`config.mk`:
```
export PLATFORM = sky130hd
export DESIGN_NAME = seq_priority_encoder_flat
export DESIGN_NICKNAME = d
export VERILOG_FILES = /design/src/rtl/seq_priority_encoder_if.sv /design/src/rtl/seq_priority_encoder.sv /design/src/flat_wrapper.sv
export SDC_FILE = /design/constraint.sdc
export NUM_CORES = 1
export LEC_CHECK = 0
export ABC_AREA = 0
export ABC_CLOCK_PERIOD_IN_PS = 1800
export CORE_AREA = 10 10 49 51
export CTS_BUF_LIST = sky130_fd_sc_hd__clkbuf_4
export DETAILED_ROUTE_END_ITERATION = 16
export DIE_AREA = 0 0 59 61
export HOLD_SLACK_MARGIN = 0.08
export PLACE_DENSITY_LB_ADDON = 0.2
export SYNTH_ARGS = -nofsm -noshare
export SYNTH_HDL_FRONTEND = slang
export SYNTH_SLANG_ARGS = --single-unit
```
`constraint.sdc`:
```
create_clock -name clk -period 1.8 [get_ports clk]
set_clock_uncertainty 0.05 [all_clocks]
set_input_delay 0.36 -clock clk [delete_from_list [all_inputs] [get_ports clk]]
set_output_delay 0.36 -clock clk [all_outputs]
set_load 0.02 [all_outputs]
```
`src/rtl/seq_priority_encoder_if.sv`:
```
// Request/index bus of the sequential priority encoder.
// The master side presents request vectors and consumes indices;
// the slave side is the encoder itself.
interface seq_priority_encoder_if #(
    parameter int N = 4,
    parameter int W = 2
);
    logic         en;
    logic [N-1:0] in;
    logic         in_ready;
    logic [W-1:0] out;
    logic         out_valid;
    logic         out_last;
    logic         out_ready;
    logic [W:0]   count;

    modport master (
        output en, in, out_ready,
        input  in_ready, out, out_valid, out_last, count
    );

    modport slave (
        input  en, in, out_ready,
        output in_ready, out, out_valid, out_last, count
    );
endinterface

```
`src/rtl/seq_priority_encoder.sv`:
```
// Sequential priority encoder: captures a multi-hot request vector and
// emits the binary index of each set bit, lowest first, one per
// valid/ready handshake. out/out_last are derived from the next pending
// vector so that they leave the block straight from flops.
module seq_priority_encoder #(
    parameter int N = 4,
    parameter int W = 2
) (
    input logic                  clk,
    input logic                  rst,
    seq_priority_encoder_if.slave bus
);

    typedef enum logic {
        IDLE = 1'b0,
        BUSY = 1'b1
    } state_t;

    state_t       r_state;
    state_t       w_state_next;
    logic [N-1:0] r_pend;
    logic [N-1:0] w_pend_next;
    logic [N-1:0] w_low_bit;
    logic         w_capture;
    logic [W-1:0] r_out;
    logic         r_out_valid;
    logic         r_out_last;
    logic [W:0]   r_count;

    // Index of the lowest set bit; 0 for an empty vector.
    function automatic logic [W-1:0] f_lowest(input logic [N-1:0] v);
        f_lowest = '0;
        for (int i = N - 1; i >= 0; i--) begin
            if (v[i]) f_lowest = W'(i);
        end
    endfunction

    // Number of set bits.
    function automatic logic [W:0] f_popcount(input logic [N-1:0] v);
        f_popcount = '0;
        for (int i = 0; i < N; i++) begin
            f_popcount = f_popcount + (W + 1)'(v[i]);
        end
    endfunction

    // True when exactly one bit is set.
    function automatic logic f_onehot(input logic [N-1:0] v);
        f_onehot = (v != '0) && ((v & (v - N'(1))) == '0);
    endfunction

    // Next-state and next-pending logic: capture in IDLE, serve one bit per transfer in BUSY.
    always_comb begin
        // NOTE: every signal gets a default first so no path leaves one unassigned and a latch is never inferred.
        w_state_next = r_state;
        w_pend_next  = r_pend;
        w_capture    = 1'b0;
        w_low_bit    = r_pend & (~r_pend + N'(1));
        unique case (r_state)
            IDLE: begin
                if (bus.en && (bus.in != '0)) begin
                    w_capture    = 1'b1;
                    w_pend_next  = bus.in;
                    w_state_next = BUSY;
                end
            end
            BUSY: begin
                // bus.in is not looked at here, so an X on it cannot reach state.
                if (r_out_valid && bus.out_ready) begin
                    w_pend_next = r_pend & ~w_low_bit;
                    if ((r_pend & ~w_low_bit) == '0) w_state_next = IDLE;
                end
            end
            default: w_state_next = IDLE;
        endcase
    end

    // State, pending vector and registered outputs; rst overrides capture and transfer.
    always_ff @(posedge clk) begin
        // NOTE: sequential state uses non-blocking assignments so every flop samples pre-edge values.
        if (rst) begin
            r_state     <= IDLE;
            r_pend      <= '0;
            r_out       <= '0;
            r_out_valid <= 1'b0;
            r_out_last  <= 1'b0;
            r_count     <= '0;
        end else begin
            r_state     <= w_state_next;
            r_pend      <= w_pend_next;
            r_out_valid <= (w_state_next == BUSY);
            r_out_last  <= f_onehot(w_pend_next);
            // out keeps its last index once the vector is drained.
            if (w_pend_next != '0) r_out <= f_lowest(w_pend_next);
            if (w_capture) r_count <= f_popcount(bus.in);
        end
    end

    assign bus.in_ready  = (r_state == IDLE);
    assign bus.out       = r_out;
    assign bus.out_valid = r_out_valid;
    assign bus.out_last  = r_out_last;
    assign bus.count     = r_count;

endmodule

```
`src/flat_wrapper.sv`:
```
// flat-port wrapper written by rule: the top's interface ports become plain ports
module seq_priority_encoder_flat 
#(
    parameter int N = 4,
    parameter int W = 2
)
  (clk, rst, bus_en, bus_in, bus_out_ready, bus_in_ready, bus_out, bus_out_valid, bus_out_last, bus_count);
  seq_priority_encoder_if #(.N(N), .W(W)) bus_i ();
  input logic clk;
  input logic rst;
  input wire logic [$bits(bus_i.en)-1:0] bus_en;
  input wire logic [$bits(bus_i.in)-1:0] bus_in;
  input wire logic [$bits(bus_i.out_ready)-1:0] bus_out_ready;
  output wire logic [$bits(bus_i.in_ready)-1:0] bus_in_ready;
  output wire logic [$bits(bus_i.out)-1:0] bus_out;
  output wire logic [$bits(bus_i.out_valid)-1:0] bus_out_valid;
  output wire logic [$bits(bus_i.out_last)-1:0] bus_out_last;
  output wire logic [$bits(bus_i.count)-1:0] bus_count;
  assign bus_i.en = bus_en;
  assign bus_i.in = bus_in;
  assign bus_i.out_ready = bus_out_ready;
  assign bus_in_ready = bus_i.in_ready;
  assign bus_out = bus_i.out;
  assign bus_out_valid = bus_i.out_valid;
  assign bus_out_last = bus_i.out_last;
  assign bus_count = bus_i.count;
  seq_priority_encoder #(.N(N), .W(W)) u_core (.clk(clk), .rst(rst), .bus(bus_i));
endmodule
```
======== After elaboration in Yosys (flattened, before gate mapping) ========
Index checks and enable logic that the tools add are counted.
storage, ports and cells
  flip-flop bits (word level) ............. 11
  output and inout port bits .............. 8
  word-level logic and storage cells ...... 35
cells by class
  add/subtract/negate cells ............... 5
  muxes and demuxes ....................... 12
  bitwise logic cells ..................... 6
  reductions and logical operators ........ 7
operators by type and width
  operator             number
  $and 4x4->4          3
  $logic_not 4->1      2
  $mux 2               4
  $mux 4               2
  $not 4->4            2
  $pmux 4 s2           1
  $reduce_bool 4->1    2
  $add 3x1->3          2
  $add 4x1->4 const B  1
  $mux 1               4
  $sub 4x1->4 const B  1
  $logic_and 1x1->1    3
  $add 1x1->2          1
  $pmux 1 s2           1
  $not 1->1            1

======== Logic depth before layout (Yosys ltp) ========
  depth in word-level cells ............... 11
  depth in mapped cells ................... 8

======== Worst setup path before layout ========
Ideal clock, no wire load.
  path kind ............................... in2reg
  start ................................... input port bus_in[0]
  end ..................................... register u_core.r_out_last (netlist: u_core.bus.out_last)
  setup time .............................. 0.133 ns
  arrival ................................. 1.650 ns
  data required time ...................... 1.617 ns
  setup slack ............................. -0.033 ns
  stages .................................. 8
  cell sequence ........................... inv_1 ha_1 nor2b_2 a21oi_4 mux2_4 xor2_1 nand3_1 a31oi_1
on the way
  word-level cells in the longest chain between the ends .. 8
  elaborated cells between the ends (all ways) .. 9
  those cells by class .................... 1 x add/sub; 2 x mux; 1 x bitwise; 5 x reduce/logical
ends and longest elaborated chain
  element                RTL line                    text
  from (decl)            flat_wrapper.sv:12          input wire logic [$bits(bus_i.in)-1:0] bus_in;
  $reduce_bool 4->1      seq_priority_encoder.sv:60  if (bus.en && (bus.in != '0)) begin
  $logic_and 1x1->1      seq_priority_encoder.sv:60
  $mux 4 (*)             seq_priority_encoder.sv:60
  $pmux 4 s2 (*)         seq_priority_encoder.sv:58  unique case (r_state)
  $sub 4x1->4            seq_priority_encoder.sv:48  f_onehot = (v != '0) && ((v & (v - N'(1))) == '0);
  $and 4x4->4            seq_priority_encoder.sv:48
  $logic_not 4->1        seq_priority_encoder.sv:48
  $logic_and 1x1->1 (*)  seq_priority_encoder.sv:48
  to (signal assigned)   seq_priority_encoder.sv:91  r_out_last <= f_onehot(w_pend_next);
  to (decl)              seq_priority_encoder.sv:27  logic r_out_last;
Every way passes the cells marked *; elsewhere a longest branch is shown, timed or not.
A chain may end at the register's enable or synchronous reset.

======== Final worst setup path ========
  start ................................... input port bus_en
  end ..................................... register u_core.r_out_last (netlist: u_core.bus.out_last)
on the way
  word-level cells in the longest chain between the ends .. 7
  elaborated cells between the ends (all ways) .. 8
  those cells by class .................... 1 x add/sub; 2 x mux; 1 x bitwise; 4 x reduce/logical
ends and longest elaborated chain
  element                RTL line                    text
  from (decl)            flat_wrapper.sv:11          input wire logic [$bits(bus_i.en)-1:0] bus_en;
  $logic_and 1x1->1 (*)  seq_priority_encoder.sv:60
  $mux 4 (*)             seq_priority_encoder.sv:60
  $pmux 4 s2 (*)         seq_priority_encoder.sv:58
  $sub 4x1->4            seq_priority_encoder.sv:48
  $and 4x4->4            seq_priority_encoder.sv:48
  $logic_not 4->1        seq_priority_encoder.sv:48
  $logic_and 1x1->1 (*)  seq_priority_encoder.sv:48
Marks and branches as above.

==> summary.txt <==
ROUTE
------------------------------------------------------------------------------------------------------
Total routed wirelength .................................................................      1490 µm
Number of design rule violations left after detail routing ..............................            0
Drt via density .........................................................................         5.07
Via Count ...............................................................................          583
Starting DRT DRC Count ..................................................................            9
Number of nets with antenna violations after detailed routing ...........................            0
Detailed-router iteration count before antenna repair ...................................            4
Post-DR wirelength/cell .................................................................      13.0 µm

TIMING
------------------------------------------------------------------------------------------------------
Final worst path period share ...........................................................        0.945
Tightest Pin Transition .................................................................     0.372 ns
Maximum operating frequency .............................................................    0.588 GHz
Tightest slew margin relative to the limit ..............................................        0.750
Final critical-path required period .....................................................      1.70 ns
Number of setup violations in the final report ..........................................            0
Sum Neg Setup Slack .....................................................................         0 ns
Worst hold slack across all endpoints ...................................................     0.444 ns
Final critical-path setup slack .........................................................    0.0993 ns
Final number of hold-violating endpoints ................................................            0
Number of max-slew violations in the final report .......................................            0

GLOBAL ROUTING
------------------------------------------------------------------------------------------------------
Grt total ovfl ..........................................................................            0
Overall Global Routing Usage ............................................................       0.0908
Wire length of the first global-routing pass ............................................      2530 µm
Pin count of the biggest net entering global routing ....................................           12
Antenna violations before repair ........................................................            0
Via count of the first global-routing pass ..............................................          601

DIE
------------------------------------------------------------------------------------------------------
Total core area .........................................................................     1470 µm²
Height of the die .......................................................................        61 µm
X dimension of the die ..................................................................        59 µm
Row Count ...............................................................................           14
Area enclosed by the die boundary .......................................................     3600 µm²
Effective utilization at floorplan ......................................................        0.410
Number of placed I/O pins ...............................................................           16

YOSYS
------------------------------------------------------------------------------------------------------
Sequential share of the synthesized area ................................................        0.365
Seq cells post-synth ....................................................................           11
Yosys synthesis warning count ...........................................................            0
Count of mapped cells out of synthesis ..................................................           69
Number of distinct library cell variants in the gate-level netlist after synthesis ......           28
Mean instance size in the synthesized netlist ...........................................     8.74 µm²
Post-Syn Nets ...........................................................................           81
Post-Synthesis Cell Area ................................................................      603 µm²

FLOW RUN
------------------------------------------------------------------------------------------------------
Maximum Capacitance Violations ..........................................................            0

LAYOUT
------------------------------------------------------------------------------------------------------
Leading cell type in the layout, fill and taps excluded ................................. sky130_fd_sc_hd__buf_4
Share of layout cells above drive strength 1 ............................................        0.253
Signed area change from the synthesized netlist to the final layout .....................        51.0%
Count of inserted antenna diode cells ...................................................            0
Commonest non-fill, non-tap cells in the layout ......................................... 12 x sky130_fd_sc_hd__buf_4, 11 x sky130_fd_sc_hd__nor2_1, 11 x sky130_fd_sc_hd__dfxtp_1
Filler Cells Inserted ...................................................................          146
Total number of nets in the final design ................................................          112
Number of standard cells in the layout, taps in and fillers out .........................          115

CLOCK NETWORK
------------------------------------------------------------------------------------------------------
Clock tree root buffer cell ............................................................. sky130_fd_sc_hd__clkbuf_4
Clock sink total ........................................................................           11
Total number of H-tree levels ...........................................................            1
CTS tree ................................................................................        built
Clock transition at the register clock pins on the worst setup and hold paths after CTS .      0.07 ns
Clk buf depth ...........................................................................            2
TritonCTS Buffers .......................................................................            3
CTS Hold Bufs ...........................................................................            0
Clock insertion delay at the later pin of the skew report ...............................      0.27 ns

PLACE
------------------------------------------------------------------------------------------------------
Worst Setup Slack post-DPL ..............................................................    -0.481 ns
Count of placed standard cells including taps ...........................................          109
RD Place Congestion .....................................................................        0.858
Placed wire-length estimate .............................................................      1140 µm
Count of buffers from port buffering ....................................................           15

CRITICAL PATH
------------------------------------------------------------------------------------------------------
Type of element capturing the critical path .............................................     register
Kind of critical path ................................................................... primary input to register
Required time reported for the critical path endpoint ...................................      1.89 ns
CP max FO ...............................................................................            4
Startpoint Class ........................................................................ primary input
WP data arrival .........................................................................      1.79 ns

POWER AND IR DROP
------------------------------------------------------------------------------------------------------
Static Leak .............................................................................     0.422 nW
VDD IR-drop max .........................................................................   0.000509 V
Power density relative to cell area .....................................................   752 nW/µm²

STATUS
------------------------------------------------------------------------------------------------------
Result of the run ....................................................................... finished clean

MIN PATH
------------------------------------------------------------------------------------------------------
Worst min path class .................................................................... register to register

-- registers in the layout, summed over array words and instances (netlist names) --
signal	flops
u_core.r_pend	4
u_core.bus.count	3
u_core.bus.out	2
u_core.bus.out_last	1
u_core.bus.out_valid	1
-- Yosys cell counts --
cell / n / area (µm²)
sky130_fd_sc_hd__ha_1: 3 / 37.5
sky130_fd_sc_hd__a21oi_4: 1 / 16.3
sky130_fd_sc_hd__fa_1: 1 / 20.0
sky130_fd_sc_hd__a31oi_1: 1 / 6.26
sky130_fd_sc_hd__nand3_1: 3 / 15.0
sky130_fd_sc_hd__mux2i_1: 3 / 30.0
sky130_fd_sc_hd__dfxtp_1: 11 / 220
sky130_fd_sc_hd__mux2_2: 1 / 11.3
sky130_fd_sc_hd__a21oi_1: 3 / 15.0
sky130_fd_sc_hd__xor2_1: 1 / 8.76
sky130_fd_sc_hd__a211oi_1: 1 / 7.51
sky130_fd_sc_hd__nand4_1: 1 / 6.26
sky130_fd_sc_hd__nand2_1: 5 / 18.8
sky130_fd_sc_hd__nor2_1: 11 / 41.3
sky130_fd_sc_hd__nor2b_2: 1 / 8.76
sky130_fd_sc_hd__and2_2: 1 / 7.51
sky130_fd_sc_hd__nor3_1: 1 / 5.00
sky130_fd_sc_hd__nand2b_4: 1 / 13.8
sky130_fd_sc_hd__mux2_4: 1 / 15.0
sky130_fd_sc_hd__inv_1: 5 / 18.8
sky130_fd_sc_hd__o21ai_1: 1 / 5.00
sky130_fd_sc_hd__nand2b_1: 2 / 12.5
sky130_fd_sc_hd__nor3b_1: 1 / 7.51
sky130_fd_sc_hd__clkbuf_1: 1 / 3.75
sky130_fd_sc_hd__o21ai_0: 5 / 25.0
sky130_fd_sc_hd__a22oi_1: 1 / 7.51
sky130_fd_sc_hd__a22o_1: 1 / 8.76
sky130_fd_sc_hd__maj3_1: 1 / 10.0
-- power by group --
part | total [mW] | switching (mW) | internal, mW
clock network | 0.181 | 0.0799 | 0.101
logic | 0.224 | 0.106 | 0.117
registers | 0.281 | 0.0149 | 0.266
-- area by class of cell --
class | count | area [µm²] | share of cell area
Clock buffer | 4 | 30.0 | 0.0330
Inverter | 5 | 18.8 | 0.0206
Multi-Input combinational cell | 52 | 377 | 0.413
Sequential cell | 11 | 220 | 0.242
Tap cell | 16 | 20.0 | 0.0220
Timing Repair Buffer | 27 | 245 | 0.269
-- worst max-delay path, cell delays in order --
cell	delay (ns)
sky130_fd_sc_hd__clkdlybuf4s50_1	0.53
sky130_fd_sc_hd__nand2b_4	0.08
sky130_fd_sc_hd__a21oi_4	0.17
sky130_fd_sc_hd__mux2_4	0.33
sky130_fd_sc_hd__xor2_1	0.16
sky130_fd_sc_hd__nand3_1	0.08
sky130_fd_sc_hd__a31oi_1	0.07
-- metrics by stage --
stage / cell area, µm² / power (mW) / util
after floorplan: 608 / 0.400 / -
final: 911 / 0.685 / 0.619
after detailed placement: 850 / 0.502 / 0.577
after CTS: 898 / 0.693 / 0.611
after global placement: 850 / 0.500 / 0.577
after global routing: 911 / 0.728 / 0.619
-- path summary, 6_finish.rpt --
check / depth (start not counted) / slack (ns) / to / start
max: 7 / 0.1 / u_core.bus.out_last$_SDFF_PP0_ / bus_en
min: 2 / 0.44 / u_core.bus.count[1]$_SDFFE_PP0P_ / u_core.bus.count[1]$_SDFFE_PP0P_
max reg2reg: 6 / 0.26 / u_core.bus.out_last$_SDFF_PP0_ / u_core.bus.out_valid$_SDFF_PP0_
min reg2reg: 2 / 0.44 / u_core.bus.count[1]$_SDFFE_PP0P_ / u_core.bus.count[1]$_SDFFE_PP0P_
-- logic make-up (layout without fill, tap and decap cells) --
group | after synthesis | count (layout) | share of synthesized area
XOR/XNOR | 1 | 1 | 0.0145
AO/OA/AOI/OAI | 14 | 14 | 0.151
flip-flops | 11 | 11 | 0.365
buffers and inverters | 6 | 36 | 0.0373
multiplexers | 5 | 5 | 0.0934
AND/OR/NAND/NOR | 27 | 27 | 0.226
adder cells (fa/ha/maj) | 5 | 5 | 0.112
-- layer usage --
layer / track usage / vias to the layer above / share of wire
li1: - / 296 / -
met1: 0.0968 / 267 / 0.44
met2: 0.140 / 16 / 0.47
met3: 0.0418 / 4 / 0.074
met4: 0.0656 / 0 / 0.017
met5: 0 / - / 0
-- repair_timing --
action	in CTS	in global routing
endpoints found under the setup margin	7	4
resized for setup	5	4
setup buffers	2	0
pin swaps	3	1
Note: power is estimated with default switching activity, not from simulation.
